===== src/rtl/gpio_debounce_ctrl.sv =====
// Multi-pin GPIO debouncer: synchroniser, per-pin stability counter, edge pulses.
// Define GPIO_DEBOUNCE_IRQ_EN to build the sticky, maskable interrupt logic.
module gpio_debounce_ctrl #(
    parameter int NUM_PINS    = 16,
    parameter int CNT_W       = 16,
    parameter int SYNC_STAGES = 2,
    parameter int RESET_LEVEL = 0
) (
    input  logic                clk,
    input  logic                reset_n,
    input  logic [NUM_PINS-1:0] gpio_in,
    input  logic                cfg_enable,
    input  logic [CNT_W-1:0]    cfg_threshold,
    input  logic [NUM_PINS-1:0] cfg_bypass,
    output logic [NUM_PINS-1:0] gpio_out,
    output logic [NUM_PINS-1:0] rise_pulse,
    output logic [NUM_PINS-1:0] fall_pulse,
    input  logic [NUM_PINS-1:0] irq_rise_mask,
    input  logic [NUM_PINS-1:0] irq_fall_mask,
    input  logic [NUM_PINS-1:0] irq_clear,
    output logic [NUM_PINS-1:0] irq_status,
    output logic                irq
);

    localparam logic [NUM_PINS-1:0] RST_VEC = (RESET_LEVEL != 0) ? {NUM_PINS{1'b1}} : '0;

    // Last count value before a switch; a threshold of 0 behaves like 1.
    function automatic logic [CNT_W-1:0] last_count(input logic [CNT_W-1:0] thr);
        return (thr == '0) ? '0 : thr - CNT_W'(1);
    endfunction

    logic [NUM_PINS-1:0] sync_q [SYNC_STAGES];
    logic [NUM_PINS-1:0] sync_s;
    logic [CNT_W-1:0]    cnt_q   [NUM_PINS];
    logic [CNT_W-1:0]    cnt_nxt [NUM_PINS];
    logic [NUM_PINS-1:0] out_nxt;
    logic [NUM_PINS-1:0] rise_nxt;
    logic [NUM_PINS-1:0] fall_nxt;
    logic [CNT_W-1:0]    thr_last;

    always_ff @(posedge clk or negedge reset_n) begin
        if (!reset_n) begin
            for (int k = 0; k < SYNC_STAGES; k++) sync_q[k] <= RST_VEC;
        end else begin
            sync_q[0] <= gpio_in;
            for (int k = 1; k < SYNC_STAGES; k++) sync_q[k] <= sync_q[k-1];
        end
    end

    assign sync_s   = sync_q[SYNC_STAGES-1];
    assign thr_last = last_count(cfg_threshold);

    always_comb begin
        out_nxt  = gpio_out;
        rise_nxt = '0;
        fall_nxt = '0;
        for (int i = 0; i < NUM_PINS; i++) begin
            cnt_nxt[i] = '0;
            if (cfg_enable) begin
                if (cfg_bypass[i]) begin
                    out_nxt[i]  = sync_s[i];
                    rise_nxt[i] = sync_s[i] & ~gpio_out[i];
                    fall_nxt[i] = ~sync_s[i] & gpio_out[i];
                end else if (sync_s[i] != gpio_out[i]) begin
                    // Saturates at thr_last, so a lowered threshold switches at once.
                    if (cnt_q[i] >= thr_last) begin
                        out_nxt[i]  = sync_s[i];
                        rise_nxt[i] = sync_s[i];
                        fall_nxt[i] = ~sync_s[i];
                    end else begin
                        cnt_nxt[i] = cnt_q[i] + CNT_W'(1);
                    end
                end
            end
        end
    end

    always_ff @(posedge clk or negedge reset_n) begin
        if (!reset_n) begin
            gpio_out   <= RST_VEC;
            rise_pulse <= '0;
            fall_pulse <= '0;
            for (int i = 0; i < NUM_PINS; i++) cnt_q[i] <= '0;
        end else begin
            gpio_out   <= out_nxt;
            rise_pulse <= rise_nxt;
            fall_pulse <= fall_nxt;
            for (int i = 0; i < NUM_PINS; i++) cnt_q[i] <= cnt_nxt[i];
        end
    end

`ifdef GPIO_DEBOUNCE_IRQ_EN
    logic [NUM_PINS-1:0] irq_set;

    assign irq_set = (rise_pulse & irq_rise_mask) | (fall_pulse & irq_fall_mask);

    // A new event wins over a same-cycle clear.
    always_ff @(posedge clk or negedge reset_n) begin
        if (!reset_n) begin
            irq_status <= '0;
            irq        <= 1'b0;
        end else begin
            irq_status <= (irq_status & ~irq_clear) | irq_set;
            irq        <= |irq_status;
        end
    end
`else
    logic unused_irq_inputs;

    assign unused_irq_inputs = ^{irq_rise_mask, irq_fall_mask, irq_clear};
    assign irq_status        = '0;
    assign irq               = 1'b0;
`endif

endmodule


===== config.mk =====
export PLATFORM = sky130hd
export DESIGN_NAME = gpio_debounce_ctrl
export DESIGN_NICKNAME = d
export VERILOG_FILES = /design/src/rtl/gpio_debounce_ctrl.sv
export SDC_FILE = /design/constraint.sdc
export NUM_CORES = 1
export LEC_CHECK = 0
export BUFFER_PORTS_ARGS = -buffer_cell sky130_fd_sc_hd__buf_2
export CORE_ASPECT_RATIO = 1.25
export CORE_MARGIN = 4
export CORE_UTILIZATION = 30
export CTS_CLUSTER_DIAMETER = 80
export DETAILED_ROUTE_END_ITERATION = 12
export GPL_TIMING_DRIVEN = 0
export HOLD_SLACK_MARGIN = 0.06
export PLACE_DENSITY = 0.48
export SYNTH_ARGS = -nofsm -noshare
export SYNTH_HDL_FRONTEND = slang
export SYNTH_SLANG_ARGS = --single-unit

===== constraint.sdc =====
create_clock -name clk -period 2.7 [get_ports clk]
set_input_delay 0.405 -clock clk [delete_from_list [all_inputs] [get_ports clk]]
set_output_delay 0.405 -clock clk [all_outputs]
set_load 0.02 [all_outputs]

# Yosys cells after proc, flatten, opt, wreduce, memory -nomap -nowiden
# Index checks and enable logic that the tools add are counted.
# classes
magnitude_cmp	16
n_addsub	17
n_bitwise	64
eq_ne	16
n_reduce_logical	49
mux	241
# ops
cell	count
$mux W16	65
$add A16 B1 Y16 const B	16
$ge A16 B16 Y1	16
$mux W1	176
$reduce_bool A2 Y1	32
$reduce_and A3 Y1	16
$and A1 B1 Y1	32
$not A1 Y1	32
$logic_not A16 Y1	1
$ne A1 B1 Y1	16
$sub A16 B1 Y16 const B	1
# totals
out_inout_bits	65
in_bits	99
word_cells	439
ff_bits	336

# Depth between registers and ports, before layout
# Gate-level depths: netlist of the first run.
# depth
depth_word	7
mapped_depth	15
depth_no_buf	13

# Worst setup path before layout of the first run
# No wires, ideal clock.
# synth_path
path_kind	input -> register
start	in cfg_threshold[5]
end	reg cnt_q[10] (netlist bit)
setup_time_ns	0.071
n_path_buf	2
setup_slack_ns	-1.810
required_time_ns	2.629
path_stages	13
t_arrival_ns	4.439
path_cell_list	nor4_1 nand2_1 o41a_1 o21ai_0 ha_1 a21o_1 nand3_1 a21oi_1 or4_1 or3b_1 buf_2 buf_2 nor2_1
# synth_lines
item	line	text
start, declared	13	input logic [CNT_W-1:0] cfg_threshold,
end, declared	34	logic [CNT_W-1:0] cnt_q [NUM_PINS];

==> results of run 1 <==
[layer usage]
metal	up-vias	track usage, %	part of all wire, %
met4	0	4.69	2.9
li1	8206	-	-
met5	-	0	0
met1	8304	19.6	43
met3	96	2.03	3.3
met2	232	27.0	51
[state kept, by name, summed over array words and instances, names as in the netlist]
name        count
cnt_q         256
fall_pulse     16
gpio_out       16
rise_pulse     16
sync_q         16
sync_s         16
[cell type report]
type | count | area, µm² | share of cell area [%]
plain buffers | 42 | 469 | 1.57
multi-input cells | 1708 | 15000 | 50.1
diodes | 6 | 15.0 | 0.0502
clock inverters | 20 | 307 | 1.02
clock buffers | 55 | 1170 | 3.91
repair buffers | 298 | 3050 | 10.2
flip-flops and latches | 336 | 8410 | 28.1
well taps | 926 | 1160 | 3.87
inverters | 93 | 349 | 1.17
[what timing repair did]
action	4_1_cts	5_1_grt
resized for setup	206	578
buffers inserted	71	93
setup endpoints to repair	304	304
gates cloned	6	14
hold buffers	17	0
endpoints found under the hold margin	125	0
pin swaps	95	221
[logic make-up (layout without fill, tap and decap cells)]
group	after synthesis	count (layout)	synth area share, %
flops	336	336	40.3
other cells	1	23	0.0180
xor+xnor	231	231	9.70
simple gates	908	910	20.5
mux	23	23	1.10
compound gates	221	221	6.73
fa+ha+maj	306	306	18.4
buf+inv	148	508	3.23
[power breakdown]
group	switching (mW)	total (mW)	internal, mW
registers	0.129	5.31	5.18
logic	1.46	2.58	1.12
clock network	2.29	6.01	3.72
[layout by cell type, fill, tap and decap left out, types with 89 or more instances in the layout]
| cell | n |
|---|---|
| buf_2 | 89 |
| xnor2_1 | 96 |
| xor2_1 | 128 |
| nand3_1 | 106 |
| nand2_1 | 146 |
| nor2_1 | 143 |
| buf_4 | 103 |
| ha_1 | 239 |
| dfrtp_1 | 336 |
| nor2_4 | 139 |
| inv_1 | 93 |
[worst paths after layout]
path	slack, ps	start	end
setup / recovery	-620	cfg_threshold[9]	cnt_q[110]
hold / removal	170	cfg_bypass[13]	fall_pulse[13]
setup reg to reg	190	cnt_q[118]	cnt_q[126]
hold reg to reg	340	sync_q[19]	sync_s[3]
max in group asynchronous	1110	reset_n	cnt_q[51]
min in group asynchronous	270	reset_n	cnt_q[141]
[critical path: cells and delay by family]
family          cells  cell delay (ps)
buf+inv             5              720
simple gates        8             2220
xor+xnor            1              220
compound gates      1               30
fa+ha+maj           1              200
[through the flow]
step                      TNS (ps)  worst slack, ps  cells
final                      -140650             -622   3484
after CTS                  -129650             -682   3380
after global placement    -2515360            -5720   3214
after global routing       -165430             -709   3478
after floorplan            -217780             -897   2190
after detailed placement   -604110            -2260   3217
==> key figures, run 1 <==
GRT
  – Vias in the first global route: around 17000
  – Total grt overflow: 0
  – First-pass GRT wire length: 90500 µm
  – Initial antenna violation count: 1
  – Largest net degree at the start of global routing: between 100 and 150
  – Tot GR Track Use: between 10% and 20%

Synth
  – Synth async-reset ratio: 100%
  – Top cells by area, synth: dfrtp_1, ha_1, nor2_1
  – Synth Area per Inst: 9.59 µm²
  – Area leader, netlist: dfrtp_1
  – Synth top cells by count: nor2_1, dfrtp_1, ha_1
  – Number of flops mapped to enable cells by yosys: 0
  – Main synth FF type: dfrtp_1
  – Mapped Area: around 21000 µm²
  – Sequential cell area fraction in the yosys report: between 40% and 50%
  – Flops & latches, synth: between 300 and 400
  – Most common cell in the netlist: nor2_1
  – Syn. warnings: 0
  – Post-synth top area share: around 40%
  – Distinct cells, synth: between 40 and 50
  – Mapped Cells: about 2200

Setup path
  – Required @ worst endpoint: ~3200 ps
  – Critical Path Source Type: input pin
  – CP most frequent cell: or4_4
  – Slowest cell on crit path: or4_4
  – Cells on worst reg2reg path: 9
  – Max incr delay on CP: 570 ps
  – Crit path cell chain: buf_8 > or4_4 > nor2_4 > nand2_2 > xnor2_4 > nand2_8 > buf_12 > buf_6 > ha_4 > nand4_1 > buf_4 > a21oi_2 > or4_4 > or3b_4 > clkbuf_16 > nor2_1
  – WS Path Type: in2reg
  – CP arrival: between 3000 and 4000 ps
  – Worst Path Max Fanout: 5
  – CP Capture Type: register

Routing
  – Via density per instance: 4.83
  – Drt initial violations: roughly 620
  – Via count: approximately 17000
  – Drt pass-1 iters: 5
  – Final ANT Viol Nets: 1
  – Post-Route WL: between 50000 and 60000 µm
  – Avg WL per Cell: approximately 17 µm
  – Number of remaining DRC errors: 0

Power
  – Pwr per Cell Area: 465 nW/µm²
  – P_leak: approximately 13 nW
  – Max VDD drop: between 0.3 and 0.4 mV
  – Total power: 13.9 mW

Clock tree
  – Worst skew pair latency: 570 ps
  – Clk sinks: around 340
  – CTS Buffer Depth: 3
  – Worst-path clk slew: 60 ps
  – TritonCTS Buffers: 41
  – CTS tree: yes
  – Root Buffer: clkbuf_16
  – Htree depth: 2

Die
  – Rows: 107
  – Core area: 68500 µm²
  – Initial Util: 30.4%
  – Chip width: between 200 and 250 µm
  – Die Y: around 300 µm
  – DIE AREA: 73800 µm²
  – I/O pins: approximately 160

STA
  – Final slew viol count: 0
  – RSZ-0062 raised after global routing: true
  – Fin. Hold Viols: 0
  – Worst Setup Slack, final: -622 ps
  – Worst-margin pin slew: approximately 1000 ps
  – Max-slew headroom: roughly 32%
  – Hold WS: between 150 and 200 ps
  – Fin Clk Skew: 21.3 ps
  – F_max: ~300 MHz
  – Final setup violation count: roughly 300
  – Final period util: 123%
  – Final Critical Period: around 3300 ps

Flow run
  – Max_cap viols: 0

Hold path
  – Min-Delay Path Depth: 3
  – HP Class: in2reg

Finish
  – Synth-to-layout area growth: 43.5%
  – Nets: just under 3000
  – Share of cells above drive strength 1: 32.9%
  – Fillers: between 6000 and 7000
  – Post-route cell area: 29900 µm²
  – Final cell utilization of the core: between 40% and 50%

Place
  – Gpl congestion: slightly below 0.8
  – PortBufs: approximately 100
  – Post-Place Cell Area: about 23000 µm²
  – Detailed placement HPWL: between 30000 and 40000 µm

Run status
  – Failing checks: antenna violations, negative setup slack
  – Status: finished with violations
No activity file was read; power rests on OpenSTA's default activity.
==> inputs of run 2 (changes only) <==
--- a/config.mk
+++ b/config.mk
@@ -14,6 +14,7 @@
 export GPL_TIMING_DRIVEN = 0
 export HOLD_SLACK_MARGIN = 0.06
 export PLACE_DENSITY = 0.48
+export SKIP_CTS_REPAIR_TIMING = 1
 export SYNTH_ARGS = -nofsm -noshare
 export SYNTH_HDL_FRONTEND = slang
 export SYNTH_SLANG_ARGS = --single-unit
==> key figures, run 2 (same netlist as run 1, synthesis figures left out) <==
Run status
  – Status: finished with violations
  – Failing checks: negative setup slack

Place
  – Gpl congestion: 0.794 (unchanged)
  – Detailed placement HPWL: 35500 µm (unchanged)
  – PortBufs: 98 (unchanged)

Power
  – Clk pwr share: 44.6% (+1.4 points)
  – Max VDD drop: 0.331 mV (-0.82%)
  – Pint: 9.78 mW (-2.3%)
  – Sw Pwr: 3.71 mW (-4.4%)
  – Sequential power share: 39.3% (+1.1 points)
  – Gate power share: 16.1% (-2.5 points)
  – Pwr per Cell Area: 491 nW/µm² (+5.6%)
  – Sw Ratio: 27.5% (-0.43 points)
  – P_leak: 12.5 nW (-4.8%)

STA
  – Final setup violation count: 304 (unchanged)
  – Setup tns final: -166980 ps (-26330 ps)
  – F_max: 289 MHz (-4.1%)
  – Max-slew headroom: 8.82% (-23 points)
  – Worst Setup Slack, final: -763 ps (-141 ps)
  – Fin. Hold Viols: 0 (unchanged)
  – Worst-margin pin slew: 1370 ps (+352 ps)
  – Final Critical Period: 3460 ps (+141 ps)
  – Final period util: 128% (+5.2 points)
  – Hold WS: 169 ps (-1.48 ps)
  – RSZ-0062 raised after global routing: true
  – Final slew viol count: 0 (unchanged)
  – Fin Clk Skew: 23.3 ps (+2.01 ps)

Die
  – I/O pins: 164 (unchanged)
  – Die Y: 303 µm (unchanged)
  – Initial Util: 30.4% (unchanged)
  – Rows: 107 (unchanged)
  – Chip width: 244 µm (unchanged)
  – DIE AREA: 73800 µm² (unchanged)
  – Core area: 68500 µm² (unchanged)

Setup path
  – Reg-to-Reg Start: cnt_q[176]
  – Worst setup startpoint: cfg_threshold[12]
  – Slowest cell on crit path: or4_4
  – WS Path Type: in2reg
  – Crit path cell chain: buf_2 > nor4_4 > nor2b_4 > nand4_1 > buf_6 > buf_6 > nor3b_4 > a21oi_4 > buf_6 > buf_12 > ha_4 > nand4_1 > or3_4 > a221oi_2 > or4_4 > or3b_1 > buf_6 > clkbuf_16 > nor2_4
  – CP Capture Type: register
  – Critical Path Source Type: input pin
  – Worst Path Max Fanout: 8 (+3)
  – CP arrival: 3950 ps (+140 ps)
  – Max incr delay on CP: 550 ps (-20 ps)
  – CP most frequent cell: buf_6
  – Required @ worst endpoint: 3190 ps (about the same)

Clock tree
  – Worst-path clk slew: 60 ps (about the same)
  – TritonCTS Buffers: 41 (unchanged)
  – Worst skew pair latency: 570 ps (about the same)
  – Root Buffer: clkbuf_16
  – Clk sinks: 336 (unchanged)
  – CTS tree: yes
  – Htree depth: 2 (unchanged)
  – CTS Buffer Depth: 3 (unchanged)

GRT
  – Tot GR Track Use: 14.6% (-0.69 points)
  – Vias in the first global route: 16164 (-3.4%)
  – Largest net degree at the start of global routing: 115 (unchanged)
  – Initial antenna violation count: 1 (unchanged)
  – Total grt overflow: 0 (unchanged)
  – First-pass GRT wire length: 86700 µm (-4.2%)

Flow run
  – Max_cap viols: 0 (unchanged)

Finish
  – Share of cells above drive strength 1: 23.0% (-9.9 points)
  – Commonest non-fill, non-tap cell in the layout: dfrtp_1
  – Most frequent cells in the layout: dfrtp_1, ha_1, nor2_1
  – Max FFs per register: 256 (unchanged)
  – Synth-to-layout area growth: 32.0%
  – Largest Register: cnt_q
  – Nets: 2845 (-2.7%)

Routing
  – Final ANT Viol Nets: 0 (-1)
  – Avg WL per Cell: 16.8 µm (-2.2%)
  – Drt initial violations: 647 (+4.9%)
  – Drt pass-1 iters: 5 (unchanged)
  – Number of remaining DRC errors: 0 (unchanged)
  – Via density per instance: 4.80 (-0.63%)
  – Via count: 16324 (-3.1%)
  – Post-Route WL: 57100 µm (-4.6%)

Hold path
  – HP Class: in2reg
  – Hold path startpoint: cfg_bypass[13]
-- run 2: power by group through the flow --
stage	clock [mW]	sequential, mW	combinational, mW
final	6.02	5.30	2.18
after global routing	6.45	5.32	2.41
after CTS	6.25	5.30	1.63
after detailed placement	0	5.39	1.62
after global placement	0	5.39	1.56
after floorplan	0	5.47	0.839
-- run 2: per-stage QoR --
step / worst slack (ps) / power (mW) / cell area, µm² / utilization (%) / cells
2_1_floorplan: -897 / 6.31 / 21100 / - / 2190
3_3_place_gp: -5720 / 6.95 / 22700 / 33.2 / 3214
3_5_place_dp: -2260 / 7.01 / 22800 / 33.3 / 3217
4_1_cts: -1670 / 13.2 / 24300 / 35.4 / 3292
5_1_grt: -837 / 14.2 / 27500 / 40.1 / 3398
6_report: -763 / 13.5 / 27500 / 40.1 / 3399
-- run 2: per-layer routing --
metal / vias up / global-route usage [%] / wire length (µm)
met5: - / 0 / 0
met4: 0 / 4.58 / 1700
met3: 89 / 2.24 / 1680
met2: 211 / 25.5 / 28100
met1: 7980 / 18.7 / 25600
li1: 8044 / - / -
-- run 2: worst paths after layout --
kind | end | slack, ps | cells after the start
max | cnt_q[23] | -760 | 19
min | fall_pulse[13] | 170 | 3
max reg2reg | cnt_q[183] | -80 | 9
min reg2reg | sync_s[3] | 340 | 0
max in group asynchronous | cnt_q[51] | 1120 | 4
min in group asynchronous | cnt_q[141] | 270 | 2
-- run 2: critical path: cells and delay by family --
family	cells	cell delay [ps]
buf+inv	7	1020
compound gates	2	190
fa+ha+maj	1	220
simple gates	9	2090
-- run 2: area by class of cell --
type	count	area (µm²)
Antenna cell	1	2.50
Buffer	45	474
Clock buffer	55	1170
Clock inverter	20	307
Fill cell	6772	41000
Inverter	93	349
Multi-Input combinational cell	1706	13600
Sequential cell	336	8410
Tap cell	926	1160
Timing Repair Buffer	217	2060
